--- src/rtl/pu_msp430_trace_pkg.sv ---
// Shared types and constants for the MSP430 instruction-trace recorder.
// Record layout on the read port is {cid, irq, op, pc, cyc}.
package pu_msp430_trace_pkg;

    localparam int CNT_W = 12;

    typedef enum logic [1:0] {
        TRC_OFF       = 2'd0,
        TRC_ALL       = 2'd1,
        TRC_IRQ_ONLY  = 2'd2,
        TRC_PC_WINDOW = 2'd3
    } trc_mode_e;

    // Core-independent part of a trace record; the core id is prepended at the top level.
    typedef struct packed {
        logic             irq;
        logic [15:0]      op;
        logic [15:0]      pc;
        logic [CNT_W-1:0] cyc;
    } trc_rec_t;

    localparam logic [3:0] IRQ_NMI   = 4'd14;
    localparam logic [3:0] IRQ_RESET = 4'd15;

endpackage

--- src/rtl/pu_msp430_trace_fifo.sv ---
// Synchronous trace FIFO with flush and optional overwrite-oldest on push when full.
// The head is presented from registered storage and reads as zero while empty.
module pu_msp430_trace_fifo #(
    parameter int DEPTH = 16,
    parameter int WIDTH = 8,
    localparam int AW   = $clog2(DEPTH)
) (
    input  logic             i_clk,
    input  logic             i_rst_n,
    input  logic             i_flush,
    input  logic             i_push,
    input  logic [WIDTH-1:0] i_push_data,
    input  logic             i_ovw,
    input  logic             i_pop,
    output logic             o_full,
    output logic             o_empty,
    output logic [AW:0]      o_level,
    output logic [WIDTH-1:0] o_head,
    output logic             o_discard
);

    logic [WIDTH-1:0] r_mem [DEPTH];
    logic [AW-1:0]    r_rd;
    logic [AW-1:0]    r_wr;
    logic [AW:0]      r_level;
    logic             w_pop;
    logic             w_push;
    logic             w_disc;

    assign o_full  = (r_level == (AW+1)'(DEPTH));
    assign o_empty = (r_level == '0);
    assign o_level = r_level;
    assign o_head  = o_empty ? '0 : r_mem[r_rd];

    assign w_pop     = i_pop && !o_empty;
    // A push into a full FIFO with no pop in the same cycle evicts the oldest entry.
    assign w_disc    = i_push && o_full && i_ovw && !w_pop;
    assign w_push    = i_push && (!o_full || i_ovw || w_pop);
    assign o_discard = w_disc && !i_flush;

    always_ff @(posedge i_clk) begin
        if (w_push && !i_flush) begin
            r_mem[r_wr] <= i_push_data;
        end
    end

    always_ff @(posedge i_clk or negedge i_rst_n) begin
        if (!i_rst_n) begin
            r_rd    <= '0;
            r_wr    <= '0;
            r_level <= '0;
        end else if (i_flush) begin
            r_rd    <= '0;
            r_wr    <= '0;
            r_level <= '0;
        end else begin
            if (w_push) begin
                r_wr <= r_wr + 1'b1;
            end
            if (w_pop || w_disc) begin
                r_rd <= r_rd + 1'b1;
            end
            if (w_push && !(w_pop || w_disc)) begin
                r_level <= r_level + 1'b1;
            end else if (!w_push && w_pop) begin
                r_level <= r_level - 1'b1;
            end
        end
    end

endmodule

--- src/rtl/pu_msp430_trace.sv ---
// Multi-core MSP430 instruction-trace recorder: per-core cycle counters, mode filter,
// one pending slot per core, round-robin arbitration into a trace FIFO, drop counter.
module pu_msp430_trace #(
    parameter int NCORES    = 2,
    parameter int DEPTH     = 16,
    parameter int CNT_W     = 12,
    parameter int OVERWRITE = 0,
    localparam int CID_W    = (NCORES > 1) ? $clog2(NCORES) : 1,
    localparam int REC_W    = CID_W + 33 + CNT_W
) (
    input  logic                    mclk,
    input  logic                    puc_rst_n,
    input  logic [NCORES-1:0]       decode,
    input  logic [16*NCORES-1:0]    ir,
    input  logic [16*NCORES-1:0]    pc,
    input  logic [NCORES-1:0]       irq_detect,
    input  logic [4*NCORES-1:0]     irq_num,
    input  logic [1:0]              trc_mode,
    input  logic [15:0]             pc_lo,
    input  logic [15:0]             pc_hi,
    input  logic                    trc_clear,
    output logic                    rd_valid,
    input  logic                    rd_ready,
    output logic [REC_W-1:0]        rd_data,
    output logic [$clog2(DEPTH):0]  level,
    output logic [15:0]             drop_cnt
);

    import pu_msp430_trace_pkg::*;

    localparam logic [CNT_W-1:0] CNT_MAX = '1;

    logic [CNT_W-1:0] r_cnt      [NCORES];
    logic [NCORES-1:0] r_pend_v;
    logic [REC_W-1:0] r_pend_rec [NCORES];
    logic [CID_W-1:0] r_last;
    logic [15:0]      r_drop;

    logic [CNT_W-1:0] w_cyc      [NCORES];
    logic [REC_W-1:0] w_new_rec  [NCORES];
    logic [NCORES-1:0] w_pass;
    logic [NCORES-1:0] w_gnt;
    logic [NCORES-1:0] w_lost;
    logic [CID_W-1:0] w_gnt_idx;
    logic             w_push;
    logic             w_full;
    logic             w_empty;
    logic             w_discard;
    logic [3:0]       w_drop_inc;
    logic [16:0]      w_drop_sum;
    trc_mode_e        w_mode;

    assign w_mode = trc_mode_e'(trc_mode);

    for (genvar c = 0; c < NCORES; c++) begin : g_core
        logic [15:0] w_pc;
        logic [15:0] w_op;
        logic        w_in_win;
        assign w_pc         = pc[16*c +: 16];
        assign w_op         = irq_detect[c] ? {12'b0, irq_num[4*c +: 4]} : ir[16*c +: 16];
        assign w_in_win     = (w_pc >= pc_lo) && (w_pc <= pc_hi);
        assign w_cyc[c]     = (r_cnt[c] == CNT_MAX) ? CNT_MAX : r_cnt[c] + 1'b1;
        assign w_new_rec[c] = {CID_W'(c), irq_detect[c], w_op, w_pc, w_cyc[c]};
        assign w_pass[c]    = decode[c] && !trc_clear &&
                              ((w_mode == TRC_ALL) ||
                               (w_mode == TRC_IRQ_ONLY && irq_detect[c]) ||
                               (w_mode == TRC_PC_WINDOW && w_in_win));
    end

    // A load into a slot that stays occupied this cycle loses the new record.
    assign w_lost = w_pass & r_pend_v & ~w_gnt;

    always_comb begin
        w_gnt     = '0;
        w_gnt_idx = '0;
        w_push    = 1'b0;
        for (int k = 1; k <= NCORES; k++) begin
            if (!w_push && r_pend_v[(int'(r_last) + k) % NCORES] &&
                (!w_full || (OVERWRITE != 0))) begin
                w_push    = 1'b1;
                w_gnt_idx = CID_W'((int'(r_last) + k) % NCORES);
                w_gnt[(int'(r_last) + k) % NCORES] = 1'b1;
            end
        end
    end

    always_ff @(posedge mclk or negedge puc_rst_n) begin
        if (!puc_rst_n) begin
            for (int c = 0; c < NCORES; c++) begin
                r_cnt[c]      <= '0;
                r_pend_rec[c] <= '0;
            end
            r_pend_v <= '0;
        end else begin
            for (int c = 0; c < NCORES; c++) begin
                r_cnt[c] <= decode[c] ? '0 : w_cyc[c];
                if (trc_clear) begin
                    r_pend_v[c] <= 1'b0;
                end else if (w_pass[c] && (!r_pend_v[c] || w_gnt[c])) begin
                    r_pend_v[c]   <= 1'b1;
                    r_pend_rec[c] <= w_new_rec[c];
                end else if (w_gnt[c]) begin
                    r_pend_v[c] <= 1'b0;
                end
            end
        end
    end

    always_comb begin
        w_drop_inc = {3'b0, w_discard};
        for (int c = 0; c < NCORES; c++) begin
            w_drop_inc = w_drop_inc + {3'b0, w_lost[c]};
        end
        w_drop_sum = {1'b0, r_drop} + {13'b0, w_drop_inc};
    end

    always_ff @(posedge mclk or negedge puc_rst_n) begin
        if (!puc_rst_n) begin
            r_last <= CID_W'(NCORES - 1);
            r_drop <= '0;
        end else if (trc_clear) begin
            r_last <= CID_W'(NCORES - 1);
            r_drop <= '0;
        end else begin
            if (w_push) begin
                r_last <= w_gnt_idx;
            end
            r_drop <= w_drop_sum[16] ? 16'hFFFF : w_drop_sum[15:0];
        end
    end

    pu_msp430_trace_fifo #(
        .DEPTH (DEPTH),
        .WIDTH (REC_W)
    ) u_fifo (
        .i_clk       (mclk),
        .i_rst_n     (puc_rst_n),
        .i_flush     (trc_clear),
        .i_push      (w_push),
        .i_push_data (r_pend_rec[w_gnt_idx]),
        .i_ovw       (OVERWRITE != 0),
        .i_pop       (rd_ready),
        .o_full      (w_full),
        .o_empty     (w_empty),
        .o_level     (level),
        .o_head      (rd_data),
        .o_discard   (w_discard)
    );

    assign rd_valid = !w_empty;
    assign drop_cnt = r_drop;

endmodule

--- config.mk ---
export PLATFORM = sky130hd
export DESIGN_NAME = pu_msp430_trace
export DESIGN_NICKNAME = d
export VERILOG_FILES = /design/src/rtl/pu_msp430_trace_pkg.sv /design/src/rtl/pu_msp430_trace_fifo.sv /design/src/rtl/pu_msp430_trace.sv
export SDC_FILE = /design/constraint.sdc
export NUM_CORES = 1
export LEC_CHECK = 0
export BUFFER_PORTS_ARGS = -buffer_cell sky130_fd_sc_hd__buf_2
export CAP_MARGIN = 10
export CORE_MARGIN = 5
export CORE_UTILIZATION = 55
export CTS_BUF_LIST = sky130_fd_sc_hd__clkbuf_8
export DETAILED_ROUTE_END_ITERATION = 10
export GPL_ROUTABILITY_DRIVEN = 0
export PLACE_DENSITY = 0.71
export SLEW_MARGIN = 10
export SYNTH_ARGS = -nofsm -noshare
export SYNTH_HDL_FRONTEND = slang
export SYNTH_SLANG_ARGS = --single-unit
--- constraint.sdc ---
create_clock -name mclk -period 6.7 [get_ports mclk]
set_input_delay 0.335 -clock mclk [delete_from_list [all_inputs] [get_ports mclk]]
set_output_delay 0.335 -clock mclk [all_outputs]
set_load 0.1 [all_outputs]
# ---- Word level (Yosys, flattened, before mapping)
# Memory sizes are Yosys's and may differ from the RTL's.
# Cells that the tools add are included.
dict set report word_totals {
  reg_bits 147
  latchBits 0
  ram_bits 736
  mem_bits_ro 0
  elab_cells 136
  memories 1
}
dict set report classes {
  n_addsub 10
  n_mul 0
  n_div 0
  magnitude_cmp 9
  n_eq_ne 6
  n_shift 0
  n_mux 45
  bitwise 8
  n_reduce_logical 46
}
# name words width read_ports rd_ports_with_merged_regs wr line
set mem_list {}
lappend mem_list {u_fifo.r_mem 16 46 1 0 1 pu_msp430_trace_fifo.sv:22} ;# logic [WIDTH-1:0] r_mem [DEPTH];
# cell n
set ops {}
lappend ops {{46-bit two-way mux} 4}
lappend ops {{16-bit two-way mux} 4}
lappend ops {{12-bit two-way mux} 4}
lappend ops {{16-bit greater-or-equal comparator} 2}
lappend ops {{16-bit less-or-equal comparator} 2}
lappend ops {{12-bit by 1-bit adder with 12-bit output (second input constant)} 2}
lappend ops {{12-bit == test (second input constant)} 2}
lappend ops {{1-bit logical AND} 22}
lappend ops {{1-bit two-way mux} 22}
lappend ops {{16-bit by 2-bit adder with 17-bit output} 1}
lappend ops {{4-bit two-way mux} 4}
lappend ops {{5-bit two-way mux} 3}
lappend ops {{3-bit nonzero test} 3}
lappend ops {{4-bit by 1-bit adder with 4-bit output (second input constant)} 2}
lappend ops {{1-bit logical NOT} 8}
lappend ops {{1-bit logical OR} 7}
lappend ops {{2-bit by 3-bit < comparator with 1-bit output (second input constant)} 2}
lappend ops {{2-bit nonzero test} 3}
lappend ops {{5-bit by 1-bit adder with 5-bit output (second input constant)} 1}
lappend ops {{5-bit == test (second input constant)} 1}
lappend ops {{5-bit logical NOT} 1}
lappend ops {{5-bit by 1-bit subtractor with 5-bit output (second input constant)} 1}
lappend ops {{2-bit bitwise AND} 2}
lappend ops {{2-bit == test (second input constant)} 2}
lappend ops {{13 further kinds} 19}

# ---- Longest topological paths before layout
# Gate-level depths: netlist of the first run.
dict set report logic_depth {
  depth_word 17
  depth_mapped 19
  ltp_nobuf 19
}

# ---- Modules after synthesis
# Synthesis of the first run repeated with hierarchy kept, for this count alone.
dict set report unflattened {
  hier_cells 1988
  hier_area_um2 36650.2
}
# module instances cells_each area_per_inst_um2 seq_area_each_um2
set modules_own_cells {}
lappend modules_own_cells {pu_msp430_trace_fifo 1 1247 28845.2 22426.5}
lappend modules_own_cells {pu_msp430_trace 1 741 7805.0 3354.5}

# ---- Worst setup path after synthesis of the first run
# OpenSTA, ideal clock, no wires.
dict set report synth_path {
  path_type {reg-to-reg}
  startpoint {register u_fifo.r_level[1] (netlist: u_fifo.o_level[1])}
  endpoint {memory u_fifo.r_mem[0][0] (netlist name) (enable)}
  setup_ns 0.507
  arrival_time_ns 4.968
  path_slack_ns 1.225
  path_stages_with_launch 7
  period_less_slack_ns 5.475
  path_cell_list {dfrtp_1 nor4_1 nand2_1 o21ai_0 nor2_1 nand2_1 nor3_1}
}
dict set report synth_via {
  elab_chain_cells 12
}
# item line
set synth_lines {}
lappend synth_lines {{from (decl)} pu_msp430_trace_fifo.sv:25} ;# logic [AW:0] r_level;
lappend synth_lines {{from (signal assigned)} pu_msp430_trace_fifo.sv:64} ;# r_level <= r_level + 1'b1;
lappend synth_lines {{from (signal assigned)} pu_msp430_trace_fifo.sv:66} ;# r_level <= r_level - 1'b1;
lappend synth_lines {{5-bit == test} pu_msp430_trace_fifo.sv:30} ;# assign o_full = (r_level == (AW+1)'(DEPTH));
lappend synth_lines {{1-bit logical NOT} {pu_msp430_trace_fifo.sv:38, pu_msp430_trace.sv:79}}
lappend synth_lines {{1-bit logical AND} pu_msp430_trace.sv:78} ;# if (!w_push && r_pend_v[(int'(r_last) + k) % NCORES] &&
lappend synth_lines {{1-bit two-way mux} pu_msp430_trace.sv:78}
lappend synth_lines {{1-bit logical NOT} pu_msp430_trace.sv:78}
lappend synth_lines {{1-bit logical AND (2 in series)} pu_msp430_trace.sv:78}
lappend synth_lines {{1-bit two-way mux} pu_msp430_trace.sv:78}
lappend synth_lines {{1-bit logical AND *} pu_msp430_trace_fifo.sv:38} ;# assign w_push = i_push && (!o_full || i_ovw || w_pop);
lappend synth_lines {{1-bit logical AND *} pu_msp430_trace_fifo.sv:42} ;# if (w_push && !i_flush) begin
lappend synth_lines {{1-bit two-way mux *} pu_msp430_trace_fifo.sv:42}
lappend synth_lines {{1-bit two-way mux (implied by the code) *} pu_msp430_trace_fifo.sv:43} ;# r_mem[r_wr] <= i_push_data;
lappend synth_lines {{to (decl)} pu_msp430_trace_fifo.sv:22}
# Mark *: on every way between the ends. The rest lies on a longest branch, timed or not.

# ---- Worst setup path after layout of the first run
dict set report layout_path {
  startpoint {input port pc[29]}
  endpoint {register r_drop[1] (netlist: drop_cnt[1])}
}
dict set report layout_via {
  elab_chain_cells 11
}
# item line
set layout_lines {}
lappend layout_lines {{from (decl)} pu_msp430_trace.sv:15} ;# input logic [16*NCORES-1:0] pc,
lappend layout_lines {{16-bit greater-or-equal comparator / 16-bit less-or-equal comparator (equally long branches)} pu_msp430_trace.sv:61} ;# assign w_in_win = (w_pc >= pc_lo) && (w_pc <= pc_hi);
lappend layout_lines {{1-bit logical AND *} pu_msp430_trace.sv:61}
lappend layout_lines {{1-bit logical AND *} pu_msp430_trace.sv:67} ;# (w_mode == TRC_PC_WINDOW && w_in_win));
lappend layout_lines {{1-bit logical OR *} pu_msp430_trace.sv:66} ;# (w_mode == TRC_IRQ_ONLY && irq_detect[c]) ||
lappend layout_lines {{1-bit logical AND *} pu_msp430_trace.sv:64} ;# assign w_pass[c] = decode[c] && !trc_clear &&
lappend layout_lines {{2-bit bitwise AND * (2 in series)} pu_msp430_trace.sv:71} ;# assign w_lost = w_pass & r_pend_v & ~w_gnt;
lappend layout_lines {{1-bit by 1-bit adder with 2-bit output *} pu_msp430_trace.sv:112} ;# w_drop_inc = w_drop_inc + {3'b0, w_lost[c]};
lappend layout_lines {{16-bit by 2-bit adder with 17-bit output *} pu_msp430_trace.sv:114} ;# w_drop_sum = {1'b0, r_drop} + {13'b0, w_drop_inc};
lappend layout_lines {{16-bit two-way mux *} pu_msp430_trace.sv:128} ;# r_drop <= w_drop_sum[16] ? 16'hFFFF : w_drop_sum[15:0];
lappend layout_lines {{16-bit two-way mux *} pu_msp430_trace.sv:121} ;# end else if (trc_clear) begin
lappend layout_lines {{to (signal assigned)} pu_msp430_trace.sv:128}
lappend layout_lines {{to (decl)} pu_msp430_trace.sv:37} ;# logic [15:0] r_drop;
# Marks and branches as above.
# A chain may end at the register's enable or synchronous reset.

==> metrics, run 1 <==
outcome=complete, no violations; Cells after Synth=1893; Synth Area in Adders=2.66%; Finished Layout Cells=3208; final clock skew=26.5 ps; leak pwr=15.1 nW; share of cells above drive strength 1=33.4%; Final min period=4570 ps; number of clock sinks=883; final setup vio count=0; crit path kind=in2reg; Synthesized Nets=2084; hpwl dp=44900 microns; CTS max path bufs=3; clk root buf=clkbuf_8; final core utilization=63.6%; initial antenna violation count=2; Pre-antenna DRT Iters=7; switching fraction of total power=34.8%; final instance area=0.0420 sq mm; global route overflow=0; largest family of logic cells by synthesized area=multiplexers; max frequency=219 MHz; Wirelength per Cell=25.8 microns; final hold viol count=0; setup TNS=0 ps; Core ar.=0.0660 sq mm; DRT antenna net count=0; element type at the critical path end=flip-flop; Slew Limit Headroom=28.2%; DR iter-0 viols=1864; complex-gate fraction of the synthesized area=1.76%; Int Pwr=10.0 mW; Final #Nets=2424; Setup WS post-layout=2130 ps; Vias=19200; grt peak-use layer=met2; number of port buffers=181; M2 GR Usage=38.1%; Die Ht=268 microns; Synth cell types=55; Final Max Tran Viols=0; Reg power frac=43.1%; Die Area=0.0721 sq mm; Worst Path Arrival=5250 ps; DRC viols=0; CTS buffer count=139; Tightest Pin Transition=1080 ps; Syn. warnings=0; VDD IR max=274 uV; async set-reset flop share out of synthesis=16.6%; Synth Area in XOR/XNOR=0.834%; met3 Usage GRT=5.21%; final wirelength=82700 microns; crit path max fanout=13; clock-pin slew on the worst setup and hold paths=60 ps; Post-Syn Area=0.0367 sq mm; first-pass GRT wire length=125000 microns; later-pin clock latency in the skew report=770 ps; Setup Buffers After CTS=0; Initial Util=55.7%; Sw Pwr=5.34 mW; Ports=182; total power=15.4 mW; final worst-path cycle share=68.2%; Post-synth EDFFs=736; dpl ws=1860 ps; mux cell area share after synthesis=18.9%; routing usage on met1=33.0%; largest net degree at the start of global routing=106; Clock Power Share=27.1%; Vias/cell=5.98; number of global-route vias before repair=20200; critical path startpoint category=input port; row cnt=94; Comb pwr share=29.8%; Seq/Total Area, Yosys=70.2%; synthesis-to-finish area growth=14.3%; min-delay worst type=in2reg; fillers=4468; Max Cap Viol=0; H-tree Lvls=4; hold_ws=111 ps; number of synthesized register bits=883; Die Wd=268 microns; pwr/cell area=366 mW/mm^2; Cells after DPL=2880; Worst Path Required=7380 ps; post-CTS sizing=0; dpl cell area=0.0387 sq mm; ys flop type=edfxtp_1; simple-gate share of the synthesized area=3.93%; Global Route Usage Sum=23.4%; RSZ-0062 raised after global routing=no; CTS tree=built; synthesized area per cell=19.4 sq um
final timing paths:
path	startpoint	to	slack [ps]	cells past startpoint
min in group asynchronous	puc_rst_n	r_pend_rec[38]$_DFFE_PN0P_	260	2
worst min register to register	r_pend_rec[45]$_DFFE_PN0P_	r_pend_rec[45]$_DFFE_PN0P_	450	2
worst max register to register	u_fifo.o_level[0]$_DFFE_PN0P_	drop_cnt[1]$_DFF_PN0_	2850	13
worst max-delay path	pc[29]	drop_cnt[1]$_DFF_PN0_	2130	19
max in group asynchronous	puc_rst_n	r_pend_rec[47]$_DFFE_PN0P_	5240	3
worst min-delay path	trc_clear	u_fifo.r_wr[3]$_DFFE_PN0P_	110	2
critical path: stages:
cell and delay [ps]:
dlygate4sd3_1 540, buf_2 150, ha_1 290, nand4_1 200, or4_1 600, nor2_1 140
a31oi_1 90, a22oi_1 380, inv_1 110, or3_1 380, fa_1 400, inv_1 100
ha_1 210, nand2_1 70, nor2_1 170, nand2_1 100, nor2_1 250, nand3_1 430
a21oi_1 290
power by group through the flow:
stage               combinational (mW)  clock, mW  sequential, mW
finish                            4.58       4.15            6.62
global placement                  4.52          0            6.72
CTS                               4.62       4.25            6.62
detailed placement                4.58          0            6.73
floorplan                         3.56          0            6.73
global route                      4.82       4.52            6.65
layout make-up:
class                   count  area [sq um]  share of cell area, %
flip-flops and latches    883         25800                   61.4
diodes                      3          7.51                 0.0179
clock buffers             148          2040                   4.85
repair buffers            286          1930                   4.59
well taps                 864          1080                   2.57
clock inverters           101           507                   1.21
multi-input cells         875         10500                   24.9
inverters                  48           180                  0.429
cell families after synthesis:
logic type / Yosys count
adders and majority gates: 77
buffers and inverters: 135
muxes: 376
DFF: 883
AOI/OAI and AO/OA: 110
xor gates and xnor gates: 35
and+or+nand+nor: 277
metal layers:
| metal | up-vias | wire [microns] |
|---|---|---|
| met4 | 0 | 1370 |
| met2 | 787 | 41200 |
| met3 | 111 | 6390 |
| li1 | 8262 | - |
| met1 | 10000 | 33700 |
| met5 | - | 0 |
layout by cell type, fill, tap and decap left out, drive strengths merged, types with 68 or more instances in the layout:
cell type and count:
buf 210, clkbuf 148, dfrtp 146, dlygate4sd3 76, edfxtp 736, ha 75, inv 89, mux2 137
mux4 230, nand2 68
repair_timing:
| item | CTS | global route |
|---|---|---|
| endpoints found under the setup margin | 0 | 0 |
| endpoints found under the hold margin | 187 | 0 |
| hold buffers | 76 | 0 |
flip-flops by register name, summed over array words and instances, names as in the netlist:
| signal | count |
|---|---|
| u_fifo.r_mem | 736 |
| r_pend_rec | 91 |
| r_cnt | 24 |
| drop_cnt | 16 |
| u_fifo.o_level | 5 |
| u_fifo.r_rd | 4 |
| u_fifo.r_wr | 4 |
| r_pend_v | 2 |
| r_last | 1 |
synthesized netlist by cell type, types with 20 or more instances:
library cell,n,share of area (%)
ha_1,75,2.6
a21oi_1,60,0.82
mux2_4,37,1.5
dfrtp_1,146,9.9
xor2_1,20,0.48
nand3_1,27,0.37
and2_1,47,0.80
mux4_2,230,14
nor2_1,46,0.47
clkbuf_1,49,0.50
nand2_1,67,0.68
inv_1,48,0.49
mux2_2,100,3.1
nor2b_1,24,0.41
edfxtp_1,736,60
buf_2,23,0.31
Note: power is estimated with default switching activity, not from simulation.
==> run 2: changes to the inputs <==
ABC_AREA = 1   (was unset)
PLACE_DENSITY = 0.73   (was 0.71)
clock period = 4.1 ns   (was 6.7 ns; I/O delays follow)
==> metrics, run 2 <==
Biggest register=u_fifo.r_mem; beginning of the critical path=u_fifo.r_rd[0]$_DFFE_PN0P_; crit path max fanout=220 (+207); clk root buf=clkbuf_8; later-pin clock latency in the skew report=780 ps (about the same); first-pass GRT wire length=152000 microns (+22%); number of clock sinks=883 (unchanged); Cells after Synth=3199 (+69%); Vias/cell=6.14 (+2.7%); final setup vio count=0 (unchanged); Setup WS post-layout=322 ps (-1810 ps); Seq/Total Area, Yosys=68.0% (-2.2 points); global route overflow=0 (unchanged); clock-pin slew on the worst setup and hold paths=60 ps (about the same); Final #Nets=3636 (+50%); Worst Path Arrival=3570 ps (-1680 ps); Finished Layout Cells=4431 (+38%); Die Ht=273 microns (+1.5%); Post-Syn Area=0.0379 sq mm (+3.2%); critical path startpoint category=flip-flop; top cells by area, synth=edfxtp_1 58%, dfrtp_1 9.6%, o21ai_0 5.4%, nor2_1 5.0%, nand2_1 3.2%; R2R depth=15 (+2); final wirelength=99600 microns (+20%); Syn. warnings=0 (unchanged); Pre-antenna DRT Iters=6 (-1); element type at the critical path end=primary output; Global Route Usage Sum=26.3% (+2.9 points); CTS tree=built; R2R Setup Slk=940 ps (-1910 ps); async set-reset flop share out of synthesis=16.6% (unchanged); number of global-route vias before repair=27200 (+35%); most frequent cell after synthesis=edfxtp_1; largest net degree at the start of global routing=221 (+110%); Final min period=3780 ps; crit path kind=reg2out; Die Area=0.0743 sq mm (+3.1%); top cells by instance count after synthesis=736 x edfxtp_1, 502 x nor2_1, 412 x o21ai_0; H-tree Lvls=4 (unchanged); Final Max Tran Viols=0 (unchanged); row cnt=96 (+2.1%); Die Wd=273 microns (+1.5%); leading area contributor after synthesis=edfxtp_1; initial antenna violation count=1 (-1); Setup Buffers After CTS=0 (unchanged); final worst-path cycle share=92.2%; hpwl dp=53800 microns (+20%); Initial Util=55.4% (-0.31 points); Tightest Pin Transition=1220 ps (+140 ps); CTS max path bufs=3 (unchanged); Synth cell types=45 (-18%); CTS buffer count=135 (-2.9%); Slew Limit Headroom=18.6% (-9.6 points); Vias=27200 (+42%); outcome=complete, no violations; Synthesized Nets=3390 (+63%); final clock skew=28.7 ps (+2.22 ps); most common cell after layout, fill and taps aside=edfxtp_1; Largest regs=u_fifo.r_mem x736, r_pend_rec x91, r_cnt x24; VDD IR max=476 uV (+74%); worst setup path endpoint=rd_data[30]; max frequency=265 MHz; leak pwr=16.7 nW (+10%); share of cells above drive strength 1=14.4% (-19 points); DRT antenna net count=0 (unchanged); dpl ws=409 ps (-1450 ps); Core ar.=0.0685 sq mm (+3.8%); Cells after DPL=4108 (+43%); Max Cap Viol=0 (unchanged); synthesized area per cell=11.8 sq um (-39%); r2r endpoint=drop_cnt[14]$_DFF_PN0_; max reg flops=736 (unchanged); most frequent cells in the layout=736 x edfxtp_1, 496 x nor2_1, 412 x o21ai_0; number of port buffers=181 (unchanged); RSZ-0062 raised after global routing=no; synthesis-to-finish area growth=14.1%; hold_ws=70.9 ps (-40.3 ps); final hold viol count=0 (unchanged); Post-synth EDFFs=736 (unchanged); Wirelength per Cell=22.5 microns (-13%); number of synthesized register bits=883 (unchanged); DRC viols=0 (unchanged); pwr/cell area=574 mW/mm^2 (+57%); Worst Path Required=3890 ps (-3490 ps); setup TNS=0 ps (unchanged); DR iter-0 viols=2826 (+52%); min-delay worst type=in2async; total power=24.8 mW (+62%); ys flop type=edfxtp_1; Ports=182 (unchanged); R2R Path Start=u_fifo.o_level[1]$_DFFE_PN0P_; area share of the largest cell type after synthesis=58.3% (-1.9 points)
## run 2: cell types whose count changed in the layout (fill, tap and decap cells not counted), moves of 68 or more
cell	previous run	this run
nand2_1	67	321
inv_1	89	196
o21ai_0	18	412
o221ai_1	0	124
mux4_2	230	0
nand3_1	26	94
nor2_1	34	496
nand4_1	11	105
## run 2: per-layer routing
metal	share of wire [%]	track usage (%)	vias up	wire (microns)
met2	48	43.2	1477	48000
met5	0	0	-	0
met3	9.3	5.05	275	9240
li1	-	-	12100	-
met1	39	35.5	13300	39200
met4	3.2	9.73	0	3230
## run 2: report_power, final
part | internal, mW | leakage [nW] | switching [mW] | total (mW)
Clock | 3.47 | 1.43 | 3.28 | 6.76
Sequential | 10.4 | 8.71 | 0.158 | 10.6
Combinational | 1.86 | 6.51 | 5.63 | 7.49
## run 2: area by class of cell
type,count,area [sq um]
repair buffers,321,2650
well taps,882,1100
multi-input cells,1947,10600
diodes,2,5.00
flip-flops and latches,883,25800
clock buffers,143,1970
fillers,5048,25200
inverters,157,604
clock inverters,96,519
## run 2: what timing repair did
| action | 4_1_cts | 5_1_grt |
|---|---|---|
| endpoints found under the hold margin | 195 | 0 |
| hold buffers | 82 | 0 |
| setup endpoints to repair | 0 | 2 |
| resized for setup | 0 | 1 |
## run 2: cells by family (layout without fill, tap and decap cells)
| group | count (synthesis) | count (layout) | synth area share [%] |
|---|---|---|---|
| multiplexers | 53 | 53 | 1.57 |
| adder cells (fa/ha/maj) | 77 | 77 | 2.58 |
| AO/OA/AOI/OAI | 724 | 724 | 11.1 |
| AND/OR/NAND/NOR | 1067 | 1067 | 11.9 |
| buffers and inverters | 369 | 717 | 4.29 |
| XOR/XNOR | 26 | 26 | 0.601 |
| flip-flops | 883 | 883 | 68.0 |
| other | 0 | 2 | 0 |
## run 2: worst max-delay path, cell delays in order (launching register included)
cell,delay (ps)
dfrtp_4,490
buf_12,470
o21ai_0,270
o221ai_1,270
nand3_1,110
a21oi_1,270
buf_2,490
## run 2: through the flow
step,instance area [sq um],util (%)
after floorplan,37900,-
after global placement,39900,58.3
after detailed placement,39900,58.3
after CTS,43200,63.2
after global routing,43200,63.2
final,43200,63.2
## run 2: how the worst min path moves through the flow
stage / from / end / slack [ps] / depth (start not counted)
floorplan: puc_rst_n / drop_cnt[0]$_DFF_PN0_ / -90 / 0
global placement: puc_rst_n / r_pend_rec[68]$_DFFE_PN0P_ / 320 / 1
detailed placement: puc_rst_n / r_pend_rec[68]$_DFFE_PN0P_ / 320 / 1
CTS: puc_rst_n / r_pend_rec[68]$_DFFE_PN0P_ / 40 / 2
global route: puc_rst_n / r_pend_rec[68]$_DFFE_PN0P_ / 120 / 2
finish: puc_rst_n / r_pend_rec[68]$_DFFE_PN0P_ / 70 / 2
